[src/rtl/pipe_ctrl.sv]
// ============================================================================
// pipe_ctrl
// Pipeline hazard controller with a deferred branch redirect, event counters
// and a sticky stall watchdog.
// Revision: 1.0
// ============================================================================
`default_nettype none

module pipe_ctrl #(
  parameter int WDOG_LIMIT = 1024
) (
  input  logic        clk,
  input  logic        rst,
  input  logic        stallreq_if,
  input  logic        stallreq_id,
  input  logic        stallreq_mem,
  input  logic        branch_i,
  input  logic [31:0] branch_target_i,
  output logic [5:0]  stall,
  output logic        flush,
  output logic        redirect_valid,
  output logic [31:0] redirect_pc,
  output logic [31:0] stall_cnt,
  output logic [31:0] flush_cnt,
  output logic        wdog_o
);

  localparam int CW = $clog2(WDOG_LIMIT + 1);
  localparam logic [CW-1:0] LIMIT = CW'(WDOG_LIMIT);

  typedef enum logic [0:0] {
    ST_RUN  = 1'b0,
    ST_PEND = 1'b1
  } state_t;

  state_t          state_q, state_d;
  logic [31:0]     pend_tgt_q, pend_tgt_d;
  logic [31:0]     stall_cnt_q, stall_cnt_d;
  logic [31:0]     flush_cnt_q, flush_cnt_d;
  logic [CW-1:0]   consec_q, consec_d;
  logic            wdog_q, wdog_d;
  logic [5:0]      stall_req;

  always_comb begin
    if (stallreq_mem)     stall_req = 6'b011111;
    else if (stallreq_id) stall_req = 6'b001111;
    else if (stallreq_if) stall_req = 6'b000011;
    else                  stall_req = 6'b000000;
  end

  // Hazard/redirect decode; a pending branch waits only on the memory stall
  // because EX stays frozen and keeps presenting the same branch meanwhile.
  always_comb begin
    stall          = 6'b000000;
    flush          = 1'b0;
    redirect_valid = 1'b0;
    redirect_pc    = 32'h0;
    state_d        = state_q;
    pend_tgt_d     = pend_tgt_q;
    if (!rst) begin
      stall = stall_req;
      if (state_q == ST_PEND) begin
        if (!stallreq_mem) begin
          stall          = 6'b000000;
          flush          = 1'b1;
          redirect_valid = 1'b1;
          redirect_pc    = pend_tgt_q;
          state_d        = ST_RUN;
        end
      end else if (branch_i) begin
        if (stall_req[4]) begin
          pend_tgt_d = branch_target_i;
          state_d    = ST_PEND;
        end else begin
          stall          = 6'b000000;
          flush          = 1'b1;
          redirect_valid = 1'b1;
          redirect_pc    = branch_target_i;
        end
      end
    end
  end

  always_comb begin
    stall_cnt_d = stall_cnt_q;
    flush_cnt_d = flush_cnt_q;
    consec_d    = consec_q;
    wdog_d      = wdog_q;
    if (stall != 6'b000000) begin
      stall_cnt_d = stall_cnt_q + 32'd1;
      if (consec_q < LIMIT) consec_d = consec_q + 1'b1;
    end else begin
      consec_d = '0;
    end
    if (flush) flush_cnt_d = flush_cnt_q + 32'd1;
    if (consec_d == LIMIT) wdog_d = 1'b1;
  end

  always_ff @(posedge clk) begin
    if (rst) begin
      state_q     <= ST_RUN;
      pend_tgt_q  <= 32'h0;
      stall_cnt_q <= 32'h0;
      flush_cnt_q <= 32'h0;
      consec_q    <= '0;
      wdog_q      <= 1'b0;
    end else begin
      state_q     <= state_d;
      pend_tgt_q  <= pend_tgt_d;
      stall_cnt_q <= stall_cnt_d;
      flush_cnt_q <= flush_cnt_d;
      consec_q    <= consec_d;
      wdog_q      <= wdog_d;
    end
  end

  assign stall_cnt = stall_cnt_q;
  assign flush_cnt = flush_cnt_q;
  assign wdog_o    = wdog_q;

endmodule

`default_nettype wire

[config.mk]
export PLATFORM = sky130hd
export DESIGN_NAME = pipe_ctrl
export DESIGN_NICKNAME = d
export VERILOG_FILES = /design/src/rtl/pipe_ctrl.sv
export SDC_FILE = /design/constraint.sdc
export NUM_CORES = 1
export LEC_CHECK = 0
export ABC_AREA = 1
export BUFFER_PORTS_ARGS = -buffer_cell sky130_fd_sc_hd__buf_2
export CAP_MARGIN = 20
export CORE_MARGIN = 10
export CORE_UTILIZATION = 25
export DETAILED_ROUTE_END_ITERATION = 6
export GPL_TIMING_DRIVEN = 0
export HOLD_SLACK_MARGIN = 0.03
export SLEW_MARGIN = 40
export SYNTH_ARGS = -nofsm -noshare
export SYNTH_HDL_FRONTEND = slang
export SYNTH_SLANG_ARGS = --single-unit
[constraint.sdc]
create_clock -name clk -period 2.65 [get_ports clk]
set_input_delay 0.53 -clock clk [delete_from_list [all_inputs] [get_ports clk]]
set_output_delay 0.53 -clock clk [all_outputs]
set_load 0.01 [all_outputs]
* Yosys cells after proc, flatten, opt, wreduce, memory -nomap -nowiden
Cells that the tools add are included.
Widths: inputs -> output; s select.
** Cells by class
- Bitwise operators :: 1
- Reduce and logical (&&, ||, !) cells :: 2
- $lt $le $gt $ge :: 1
- Muxes and demuxes :: 24
- Equal/unequal tests :: 1
- Add/subtract/negate cells :: 3
** Operators with widths (number)
- $mux 32 :: 5
- $add 32x1->32 const B :: 2
- $mux 6 :: 6
- $mux 11 :: 2
- $add 11x1->11 const B :: 1
- $eq 11x11->1 const B :: 1
- $lt 11x11->1 const B :: 1
- $mux 1 :: 9
- $reduce_bool 6->1 :: 1
- $mux 4 :: 1
- $reduce_and 3->1 :: 1
- $mux 2 :: 1
- $not 1->1 :: 1
** Word-level totals
- Bits of input ports :: 38
- Bits in registers :: 109
- Output and inout port bits :: 105
- Logic and storage cells :: 38

* Depth between registers and ports, before layout
Gate-level depths: netlist (run 1).
- Depth after elaboration :: 10
- Depth in mapped cells :: 12

* Worst setup path after synthesis (run 1)
No wires, ideal clock.
- Kind :: input -> output
- Start :: input port rst
- End :: output port stall[3]
- Buffers on the path :: 4
- Data arrival time :: 1546 ps
- Path slack :: 574 ps
- Data required time :: 2120 ps
- Stages on the path :: 7
- Cell sequence :: buf_6 -> inv_6 -> clkbuf_1 -> clkbuf_1 -> nand3_1 -> nand2_1 -> buf_4
** On the way
- Cells in the longest elaborated chain, start to end :: 1
** RTL lines
- from (decl) :: line 13 : input logic rst,
- $mux 6 :: line 60 : if (!rst) begin
- to (decl) :: line 19 : output logic [5:0] stall,
No other way between the ends.

* Final worst setup path (run 1)
- Start :: register state_q
- End :: output port redirect_pc[7]
** On the way
- Cells in the longest elaborated chain, start to end :: 2
** RTL lines
- from (decl) :: line 36 : state_t state_q, state_d;
- from (signal assigned) :: line 108 : state_q <= state_d;
- $mux 32 :: line 62 : if (state_q == ST_PEND) begin
- $mux 32 :: line 60
- to (decl) :: line 22 : output logic [31:0] redirect_pc,
No other way between the ends.

==> results by stage, run 1 <==
STA:
- The final critical path time including I/O delays and setup is 2.464 ns.
- The number of slew-limit violations in the final report is 0.
- The hold violation total from the final report came to 0.
- The setup skew after layout is between 0.01 and 0.015 ns.
- The max-slew headroom at the worst pin is 48.31%.
- The final critical path takes up 92.98% of the cycle.
- The actual transition at the worst max-transition pin is 0.7754 ns.
- Setup violations remaining at the end of the flow were counted as 0.
- The maximum clock frequency is 0.4058 GHz.
- Setup repair after global routing left no endpoint under its margin.

Drt:
- Using the TritonRoute via totals, the vias-per-cell ratio works out to 4.386.
- The remaining antenna violation count after routing is 0.
- For this run, design rule violations remaining after detail routing come to 0.
- The total iterations of the first detailed-routing run is 6.
- Summed over all layers, the routed wires come to ~20000 um.
- The average detailed-routed wire length per instance is approximately 14 um.
- After the first detailed-routing iteration, the DRC count stood at 334.
- Across all layers, the routed design uses 6347 vias.

Critical path:
- The flop-to-flop setup slack is 0.78 ns.
- The cell type of the slowest stage on the worst timing path is sky130_fd_sc_hd__clkbuf_1.
- On the critical path the largest part of the delay comes from buffers and inverters.
- The signal on the critical path passes through buf_6, nor2_1, clkbuf_1, nand2_1, a21oi_1, buf_2.
- STA classifies the critical path endpoint as an output pin.
- The endpoint of the worst setup timing path is redirect_pc[7].
- The launching element of the worst setup path is state_q.
- Data on the critical path arrives at its endpoint at 1.93 ns.
- The worst reg-to-reg path cell count is 8.
- For this run, the slowest stage of the critical path takes 0.40 ns.
- The endpoint identified for the worst register-to-register timing path is stall_cnt[18].
- The worst register-to-register path begins at stall_cnt[0].
- The worst setup path is launched from a flop.
- The classification of the worst setup path is flop to output pin.
- STA puts the critical path data required time at ~2.1 ns.
- The critical path runs through a total of 6 cells.
- Along the worst path, the maximum fanout reaches 10.
- The number of buffers and inverters on the critical path is 3.

Clock tree:
- Buffers inserted during clock tree synthesis total 9.
- Clock-pin slew was measured on the worst setup and hold paths at roughly 0.070 ns.
- TritonCTS built the clock tree.
- The buffers inserted during post-CTS setup optimization is 0.
- Gates resized during post-CTS repair numbered 3.
- The clock passes through at most 2 buffers.
- CTS built an H-tree with a depth of 3.
- The tree is rooted in a sky130_fd_sc_hd__clkbuf_16.
- Clock latency on the worst-skew pair, taken at its later pin, is 0.37 ns.
- CTS saw 109 sinks.
- Hold repair after CTS inserted 0 buffers.

Placed design:
- The congestion estimate from routability-driven global placement came to 0.8510.
- The HPWL after detailed placement is 15540 um.
- The number of buffers added on ports is 140.
- Including well taps, the total number of placed cells is 1432.

Synth:
- The predominant post-synthesis flop cell is sky130_fd_sc_hd__dfxtp_1.
- The share of the Yosys chip area taken by registers is between 30% and 40%.
- The synthesized net count is 1009.
- After synthesis, the share of flip-flops with an asynchronous set or reset is 0%.
- The Yosys step of the flow raised 0 warnings.
- Synthesis produced a netlist whose cell count is between 900 and 1000.
- In this run, synthesis inferred 0 flip-flops with an integrated enable.
- Synthesis inferred 109 register bits.
- The number of distinct standard cells referenced by the synthesized netlist is 36.
- A synthesized cell averages 6.323 um2.
- The area of the mapped netlist is 6121 um2.

GRT:
- Entering global routing, the biggest net connects 20 pins.
- The number of global-route vias before repair was 6139.
- The overflow left after global routing is 0.
- The wire length of the first global-routing pass is 31820 um.
- The initial antenna violation count is 0.
- The global routing usage summed across all routing layers is 12.57%.

Pwr:
- The share of total power in sequential cells is ~50%.
- Summed over all cells, the static leakage comes to 3.253 nW.
- The total design power is 0.003422 W.
- Net switching is 27.60% of the power.
- In this run the power spent charging and discharging nets is 0.0009445 W.
- The proportion of power drawn by combinational gates is 9.8%.
- The worst-case IR drop observed on VDD is 0.0002502 V.
- The internal power of the cells is 0.002477 W.
- The cell area power density is 455.0 nW/um2.
- The clock network accounts for roughly two fifths of the total power.

Layout:
- In the final design database the tool counted 1159 nets.
- The multi-input gate area in the final layout is 3369 um2.
- The number of inserted diodes is 0.
- The register area is 2182 um2.
- The count of non-filler cells in the finished layout is 1447.
- The filler cells instantiated in the layout total 2675.
- From synthesis to final layout, the design area changed by 22.85%.
- For this run, the share of the core covered by cells in the final layout is 31.10%.
- The fraction of final layout cells sized beyond drive strength 1 is 18.61%.

Run:
- The max-capacitance violation count is 0.

Die:
- The initial cell density of the core is 25.32%.
- The area enclosed by the die boundary is 31140 um2.
- The die is ~180 um tall.
- The cell row count is 57.
- In this run the horizontal extent of the chip is approximately 180 um.
- The number of top-level pins is 143.
- The core outline area is 24180 um2.

Outcome:
- The run finished with clean final reports.

Hold path:
- The number of stages on the worst hold path is 2.
- The path class of the tightest hold or removal check is input port to flop.
==> worst min path at each step <==
stage / startpoint / endpoint / slack (ns)
2_1_floorplan: pend_tgt_q[0] / pend_tgt_q[0] / 0.45
3_3_place_gp: wdog_o / wdog_o / 0.44
3_5_place_dp: wdog_o / wdog_o / 0.44
4_1_cts: rst / stall_cnt[19] / 0.41
5_1_grt: rst / stall_cnt[19] / 0.42
6_report: rst / stall_cnt[19] / 0.41
==> sequential cells by signal, summed over array words and instances, names as in the netlist <==
register    count
state_q         1
flush_cnt      32
consec_q       11
pend_tgt_q     32
stall_cnt      32
wdog_o          1
==> cells in the mapped netlist, types with 4 or more instances <==
library cell               number  share of area, %
sky130_fd_sc_hd__nor2_2         5              0.51
sky130_fd_sc_hd__nand4_1        9              0.92
sky130_fd_sc_hd__buf_2          6              0.49
sky130_fd_sc_hd__nor3_1        30               2.5
sky130_fd_sc_hd__dfxtp_1      109                36
sky130_fd_sc_hd__clkbuf_1      23               1.4
sky130_fd_sc_hd__xor2_1         4              0.57
sky130_fd_sc_hd__inv_2          8              0.49
sky130_fd_sc_hd__o21ai_1        9              0.74
sky130_fd_sc_hd__nand3b_1      12               1.5
sky130_fd_sc_hd__a21oi_1       81               6.6
sky130_fd_sc_hd__nor2_8         4               1.3
sky130_fd_sc_hd__o21ai_0       48               3.9
sky130_fd_sc_hd__inv_1         89               5.5
sky130_fd_sc_hd__nor3_2         4              0.65
sky130_fd_sc_hd__nand2_1      284                17
sky130_fd_sc_hd__nor2_1       157               9.6
sky130_fd_sc_hd__nand3_1       46               3.8
sky130_fd_sc_hd__buf_4          6              0.74
==> power by group through the flow <==
| stage | Clock, W | Sequential [W] | Combinational [W] |
|---|---|---|---|
| 4_1_cts | 0.00142 | 0.00171 | 0.000344 |
| 2_1_floorplan | 0 | 0.00174 | 0.000206 |
| 3_3_place_gp | 0 | 0.00174 | 0.000340 |
| 6_report | 0.00138 | 0.00171 | 0.000334 |
| 3_5_place_dp | 0 | 0.00174 | 0.000343 |
| 5_1_grt | 0.00148 | 0.00171 | 0.000382 |
==> logic make-up after synthesis <==
kind of cell | after synthesis | synth area share [%]
simple gates | 568 | 41.50
compound gates | 144 | 11.98
fa+ha+maj | 3 | 0.6133
other cells | 1 | 0.06127
buf+inv | 137 | 9.342
flops | 109 | 35.65
xor+xnor | 6 | 0.8585
==> metrics by stage <==
stage	area (um2)	TNS (ns)	worst slack [ns]	hold WS, ns
after floorplan	6121	0	0.5736	0.4539
after global placement	7227	-0.5957	-0.3376	0.4385
after detailed placement	7227	-0.5843	-0.3338	0.4395
after CTS	7526	0	0.03205	0.4082
after global routing	7520	0	0.02301	0.4217
final	7520	0	0.1859	0.4082
==> placed cells by master, fill, tap and decap left out, types with 3 or more instances in the layout <==
cell type,instances
sky130_fd_sc_hd__o21ai_1,9
sky130_fd_sc_hd__buf_2,146
sky130_fd_sc_hd__buf_6,3
sky130_fd_sc_hd__nand2_4,3
sky130_fd_sc_hd__dfxtp_1,109
sky130_fd_sc_hd__inv_2,8
sky130_fd_sc_hd__ha_1,3
sky130_fd_sc_hd__clkbuf_1,20
sky130_fd_sc_hd__nor2_8,4
sky130_fd_sc_hd__nand3_1,46
sky130_fd_sc_hd__a21oi_1,81
sky130_fd_sc_hd__clkbuf_2,3
sky130_fd_sc_hd__nor2_2,5
sky130_fd_sc_hd__o21ai_0,48
sky130_fd_sc_hd__nand4_1,9
sky130_fd_sc_hd__buf_4,5
sky130_fd_sc_hd__nand2_1,283
sky130_fd_sc_hd__nand3_4,3
sky130_fd_sc_hd__inv_1,89
sky130_fd_sc_hd__xor2_1,4
sky130_fd_sc_hd__nor2_4,3
sky130_fd_sc_hd__clkbuf_16,9
sky130_fd_sc_hd__nor2_1,157
sky130_fd_sc_hd__nand3b_1,12
sky130_fd_sc_hd__nor3_1,30
sky130_fd_sc_hd__nor3_2,4
==> layout make-up <==
class	instances	area share [%]
plain buffers	38	2.596
clock buffers	10	3.178
clock inverters	6	0.7321
inverters	98	4.958
multi-input cells	722	44.81
flip-flops and latches	109	29.02
well taps	324	5.391
repair buffers	140	9.318
==> metal layers <==
| layer | global-route usage (%) | up-vias | share of wire [%] |
|---|---|---|---|
| li1 | - | 3382 | - |
| met1 | 16.23 | 2777 | 48 |
| met2 | 20.21 | 172 | 44 |
| met3 | 3.246 | 16 | 6.1 |
| met4 | 3.678 | 0 | 1.2 |
| met5 | 0 | - | 0 |
(Power assumes the default switching activity.)
==> run 2: changes to the inputs <==
--- a/config.mk
+++ b/config.mk
@@ -8,7 +8,6 @@
 export ABC_AREA = 1
 export BUFFER_PORTS_ARGS = -buffer_cell sky130_fd_sc_hd__buf_2
 export CAP_MARGIN = 20
-export CORE_MARGIN = 10
 export CORE_UTILIZATION = 25
 export DETAILED_ROUTE_END_ITERATION = 6
 export GPL_TIMING_DRIVEN = 0
==> results by stage, run 2 (same netlist as run 1, synthesis figures left out) <==
GRT:
- Summed over all layers, the global routing overflow is 0.
- The met2 global-route usage is 24.39%.
- The global routing usage summed across all routing layers is 15.11%.
- The initial antenna violation count is 0.
- The met1 routing resource usage after global routing is 19.58%.
- Global routing consumed, on the met3 layer, 3.838% of the routing resources.
- The largest net degree at the start of global routing is 18.
- The first global-routing pass estimated 29590 um of wire.
- The number of global-route vias before repair is 5791.
- In this run the most used layer during global routing was met2.

STA:
- The final critical-path setup slack is 0.1961 ns.
- The maximum clock frequency is 0.4075 GHz.
- The max-slew headroom at the worst pin is approximately 45%.
- Setup violations remaining at the end of the flow were counted as 0.
- The number of slew-limit violations in the final report is 0.
- Setup repair after global routing left no endpoint under its margin.
- The final critical path time including I/O delays and setup is 2.454 ns.
- The hold violation total from the final report is 0.
- The setup skew after layout is 0.007242 ns.
- The actual transition at the worst max-transition pin is 0.8318 ns.
- The share of the clock period used by the worst path is 92.60%.

Critical path:
- By startpoint and endpoint, the worst setup path is classified as flop to output pin.
- The required time reported for the critical path endpoint is between 2 and 2.5 ns.
- The origin of the critical flop-to-flop path is stall_cnt[0].
- In this run the critical register-to-register path is captured at stall_cnt[18].
- In this run the worst path has a maximum fanout of 20.
- The flop-to-flop setup slack is 0.79 ns.
- The worst reg-to-reg path cell count is 8.
- The type of element launching the critical path is a flop.
- At the worst endpoint, the arrival time is 1.92 ns.
- The worst setup path is captured at an output pin.

Clock tree:
- The clock edge transition at the registers on the reported setup and hold paths is 0.07 ns.
- The number of hold buffers added after CTS was 0.
- Clock latency on the worst-skew pair, taken at its later pin, is 0.36 ns.
- The number of buffers on the longest clock path is 2.
- The H-tree depth reported by CTS is 3.
- Buffers inserted during clock tree synthesis total 9.
- TritonCTS built the clock tree.
- The sink count of the clock tree is 109.
- The clock root buffer is sky130_fd_sc_hd__clkbuf_16.

Drt:
- The routed layout has 6355 vias.
- The pre-antenna-repair detailed-routing pass consisted of 5 iterations.
- Once detail routing completed, the nets flagged for antenna violations numbered 0.
- The detailed router's first-iteration violation count is 336.
- For this run, design rule violations remaining after detail routing come to 0.
- Dividing the detail-routed via count by the number of cells gives ~4.4.
- Wires add up to roughly 18000 um.
- The average detailed-routed wire length per instance is ~13 um.

Pwr:
- The share of total power in sequential cells is between 40% and 50%.
- The relative contribution of the clock network to total power is between 40% and 50%.
- The internal power of the cells is 0.002583 W.
- The proportion of power drawn by combinational gates is 9.4%.
- The switching share of power is 25.58%.
- The analysis attributes to cell leakage a power of around 3.3 nW.
- The cell area power density is about 460 nW/um2.
- The worst IR drop on VDD is ~0.00026 V.
- The analysis attributes to net switching a power of 0.0008877 W.
- The total design power is about 0.0035 W.

Die:
- The area enclosed by the die boundary is approximately 25000 um2.
- In this run the horizontal extent of the chip is 158.5 um.
- The initial cell density of the core is between 20% and 30%.
- The cell row count is 56.
- The core outline area is 23750 um2.
- The vertical die dimension is 158.5 um.
- 143 I/O pins were placed.

Placed design:
- The final RePlAce weighted congestion is 0.8765.
- The number of buffers added on ports is 140.
- The worst setup slack before clock tree synthesis is -0.3550 ns.
- After legalization and detailed placement, the total HPWL measured between 10000 and 15000 um.

Hold path:
- The number of stages on the worst hold path is 2.
- The worst hold path begins at rst.
- The endpoint of the worst hold path is stall_cnt[19].
- The path class of the lowest-slack min-delay path is input port to flop.

Outcome:
- The run finished with clean final reports.

Layout:
- Relative to the synthesized area, the layout overhead comes to 23.04%.
- The final layout net count is 1159.
- The top cell types in the final layout, fill and taps aside, are 283 x sky130_fd_sc_hd__nand2_1, 157 x sky130_fd_sc_hd__nor2_1, 146 x sky130_fd_sc_hd__buf_2, 109 x sky130_fd_sc_hd__dfxtp_1, 89 x sky130_fd_sc_hd__inv_1.
- The most common cell after layout, fill and taps aside is sky130_fd_sc_hd__nand2_1.
- In the final layout, the share of cells above drive strength 1 is 18.70%.
- The number of inserted diodes is 0.

Run:
- The max-capacitance violation count is 0.
[run 2: cell types whose count changed in the layout (fill, tap and decap cells not counted), sizes merged]
cell and change:
inv -1, clkbuf +1, clkinvlp -2, clkinv +1, bufinv +1
[run 2: cell type report]
| cell class | instances | area, um2 |
|---|---|---|
| Multi-Input combinational cell | 722 | 3369 |
| Clock buffer | 11 | 252.7 |
| Buffer | 38 | 196.4 |
| Sequential cell | 109 | 2182 |
| Inverter | 98 | 372.9 |
| Fill cell | 2638 | 16220 |
| Tap cell | 319 | 399.1 |
| Clock inverter | 5 | 57.56 |
| Timing Repair Buffer | 140 | 700.7 |
[run 2: how the worst max path moves through the flow]
stage	start	endpoint	slack [ns]	depth (start not counted)
2_1_floorplan	rst	stall[3]	0.57	7
3_3_place_gp	rst	stall[3]	-0.35	8
3_5_place_dp	rst	stall[3]	-0.36	8
4_1_cts	state_q	stall[1]	0.04	9
5_1_grt	state_q	redirect_pc[6]	0.008	6
6_report	state_q	stall[1]	0.20	8
[run 2: critical path, stage by stage, from the launching register on]
cell and delay, ns:
sky130_fd_sc_hd__dfxtp_1 0.31, sky130_fd_sc_hd__buf_6 0.13, sky130_fd_sc_hd__nor2_8 0.13, sky130_fd_sc_hd__nand3_1 0.10, sky130_fd_sc_hd__nand2_2 0.13, sky130_fd_sc_hd__buf_6 0.19, sky130_fd_sc_hd__buf_4 0.28, sky130_fd_sc_hd__buf_4 0.17
sky130_fd_sc_hd__buf_2 0.12
[run 2: power by group through the flow]
stage | Clock (W) | Combinational [W] | Sequential (W)
after floorplan | 0 | 0.000206 | 0.00174
after global placement | 0 | 0.000333 | 0.00174
after detailed placement | 0 | 0.000334 | 0.00174
after CTS | 0.00150 | 0.000335 | 0.00171
after global routing | 0.00157 | 0.000375 | 0.00171
final | 0.00144 | 0.000327 | 0.00171
[run 2: layer usage]
| metal | vias up | routed length, um |
|---|---|---|
| li1 | 3366 | - |
| met3 | 17 | 1069 |
| met5 | - | 0 |
| met1 | 2812 | 8749 |
| met4 | 0 | 244 |
| met2 | 160 | 8181 |
[run 2: per-stage QoR]
| stage | setup TNS (ns) | instances | instance area, um2 | hold WS (ns) | util [%] |
|---|---|---|---|---|---|
| after CTS | 0 | 1443 | 7536 | 0.4216 | 31.73 |
| after global routing | 0 | 1442 | 7531 | 0.4243 | 31.71 |
| after detailed placement | -0.6273 | 1427 | 7221 | 0.4413 | 30.40 |
| after floorplan | 0 | 968 | 6121 | 0.4539 | - |
| after global placement | -0.6281 | 1427 | 7221 | 0.4364 | 30.40 |
| final | 0 | 1442 | 7531 | 0.4245 | 31.71 |
[run 2: repair_timing]
action,CTS,global route
setup buffers,0,0
endpoints found under the hold margin,0,0
setup endpoints to repair,3,5
resized for setup,3,4
==> run 3: changes to the inputs <==
--- a/config.mk
+++ b/config.mk
@@ -12,6 +12,7 @@
 export DETAILED_ROUTE_END_ITERATION = 6
 export GPL_TIMING_DRIVEN = 0
 export HOLD_SLACK_MARGIN = 0.03
+export PLACE_DENSITY_LB_ADDON = 0.12
 export SLEW_MARGIN = 40
 export SYNTH_ARGS = -nofsm -noshare
 export SYNTH_HDL_FRONTEND = slang
==> results by stage, run 3 (same netlist as run 1, synthesis figures left out) <==
Critical path:
- The critical path crosses 7 cells after its start point.
- Following the worst setup path forward leads to its endpoint at redirect_valid.
- Data on the critical path arrives at its endpoint at between 1.5 and 2 ns.
- Traced cell by cell, the critical path runs through buf_6, inv_6, nand2_4, nor2_8, buf_1, buf_4, buf_2.
- The startpoint identified for the worst register-to-register timing path is stall_cnt[6].
- For the worst flop-to-flop path, the logic depth is 9.
- The worst register-to-register path ends at stall_cnt[15].
- The number of buffers and inverters on the critical path is 5.
- The required time reported for the critical path endpoint is ~2.1 ns.
- The largest incremental delay on the critical path is 0.47 ns.
- Along the worst path, the maximum fanout reaches 14.
- The type of element launching the critical path is an input port.
- By startpoint and endpoint, the worst setup path is classified as input port to output pin.
- The most critical setup path has its startpoint at rst.
- The worst setup path is captured at an output pin.
- The flop-to-flop setup slack is 0.71 ns.
- The cell type of the slowest stage on the worst timing path is sky130_fd_sc_hd__buf_1.
- On the critical path the largest part of the delay comes from buffers and inverters.

Die:
- The number of top-level pins is approximately 140.
- The vertical die dimension is 158.5 um.
- The cell row count is 56.
- The die span in x is ~160 um.
- The floorplan step defined a core boundary enclosing 23750 um2.
- The initial cell density of the core is approximately 26%.
- The area enclosed by the die boundary is 25110 um2.

Layout:
- The final layout net count is about 1200.
- In the layout the commonest cells are 284 x sky130_fd_sc_hd__nand2_1, 157 x sky130_fd_sc_hd__nor2_1, 146 x sky130_fd_sc_hd__buf_2, 109 x sky130_fd_sc_hd__dfxtp_1, 89 x sky130_fd_sc_hd__inv_1.
- From synthesis to final layout, the design area changed by 22.77%.
- 0 antenna diodes ended up in the layout.
- After routing the design area is 7515 um2.
- The fraction of final layout cells sized beyond drive strength 1 is a little under a fifth.
- The final cell utilization of the core is between 30% and 40%.
- The total of fill cells in the finished design is 2653.
- Leaving out fill and tap cells, the most frequent cell in the layout is sky130_fd_sc_hd__nand2_1.

Pwr:
- The cell area power density is 460.9 nW/um2.
- The worst IR drop on VDD is 0.0003730 V.
- For this design the static power due to leakage is 3.255 nW.
- Total power for the finished layout comes to roughly 0.0035 W.

STA:
- Setup violations remaining at the end of the flow were counted as 0.
- Setup repair after global routing left no endpoint under its margin.
- The maximum clock frequency is approximately 0.41 GHz.
- The share of the clock period used by the worst path is between 90% and 100%.
- The actual transition at the worst max-transition pin is 0.7321 ns.
- The hold violation total from the final report is 0.
- The final critical path time including I/O delays and setup is roughly 2.4 ns.
- The number of slew-limit violations in the final report was 0.
- For the final database, setup skew stands at 0.007848 ns.
- Measured against its own limit, the worst slew margin works out to 51.19%.
- Final hold analysis gives a worst-case slack of 0.4036 ns.

Placed design:
- The wire-length estimate of the detail-placed layout is 15220 um.
- The number of buffers added on ports is 140.
- The total placed instance area is 7221 um2.
- The final RePlAce weighted congestion is 0.8022.

GRT:
- The number of global-route vias before repair came to 5808.
- The wire length of the first global-routing pass is between 30000 and 40000 um.
- The global routing usage summed across all routing layers is between 15 and 20%.
- The initial antenna violation count came to 1.
- Entering global routing, the biggest net connects 19 pins.
- For this run the aggregate overflow at the end of global routing stands at 0.

Run:
- The max-capacitance violation count is 0.

Clock tree:
- The insertion delay of the later-clocked pin in the worst-skew pair is about 0.36 ns.
- The sink count of the clock tree is between 100 and 150.
- The number of clock buffers inserted by TritonCTS is 9.
- The H-tree depth reported by CTS is 3.
- The longest clock path from root to sink contains 2 buffers.
- The clock root buffer is sky130_fd_sc_hd__clkbuf_16.
- The clock tree from TritonCTS is built.
- The buffers inserted during post-CTS setup optimization is 0.
- The clock edge transition at the registers on the reported setup and hold paths is 0.08 ns.
- The number of hold buffers added after cts is 0.

Drt:
- In the routed layout, each cell is associated on average with a via count of 4.321.
- The average detailed-routed wire length per instance is 13.54 um.
- The total iterations of the first detailed-routing run is 4.
- The remaining antenna violation count after routing is 0.
- The remaining design rule violation count is 0.
- The final layout contains routed wiring with a total length of 19510 um.
- The final route contains about 6200 vias.
- The detailed router's first-iteration violation count is 281.

Hold path:
- The path class of the lowest-slack min-delay path is input port to flop.
- The worst min-delay path startpoint is rst.
- The worst hold path passes through 2 cells.

Outcome:
- The run finished with clean final reports.
## run 3: cell types whose count changed in the layout (fill, tap and decap cells not counted), sizes merged
cell,delta
clkbuf,-3
clkinvlp,+3
clkinv,-1
## run 3: worst min-delay path by stage
stage	slack (ns)	end
after CTS	0.40	stall_cnt[19]
after floorplan	0.45	pend_tgt_q[0]
final	0.40	stall_cnt[19]
after global placement	0.44	wdog_o
after detailed placement	0.45	wdog_o
after global routing	0.40	stall_cnt[19]
## run 3: power by group
group	total [W]	switching (W)	internal, W
clock network	0.00143	0.000689	0.000739
logic	0.000328	0.000213	0.000115
registers	0.00171	0.0000279	0.00168
total	0.00346	0.000930	0.00253
## run 3: final cells by class
class	instances	area, um2	area share [%]
buffer	37	192.7	2.564
clock buffer	9	225.2	2.997
clock inverter	7	75.07	0.9990
inverter	98	372.9	4.962
multi-input combinational	722	3367	44.81
sequential	109	2182	29.04
tap	319	399.1	5.311
timing repair buffer	140	700.7	9.324
## run 3: metrics by stage
step,setup slack [ns],TNS (ns),std cells
after floorplan,0.5736,0,968
after global placement,-0.2603,-0.4399,1427
after detailed placement,-0.2549,-0.4280,1427
after CTS,0.07155,0,1442
after global routing,0.007863,0,1441
final,0.2117,0,1441
## run 3: metal layers
| layer | part of all wire (%) | wire length [um] | vias to the layer above | track usage [%] |
|---|---|---|---|---|
| met3 | 5.2 | 1018 | 12 | 4.573 |
| met1 | 49 | 9624 | 2722 | 21.51 |
| met5 | 0.067 | 13 | - | 0 |
| met2 | 45 | 8687 | 118 | 25.50 |
| li1 | - | - | 3373 | - |
| met4 | 0.87 | 170 | 2 | 3.159 |
## run 3: repair_timing
action / CTS / global route
cloned: 0 / 0
setup endpoints to repair: 2 / 29
gates resized for setup: 1 / 6
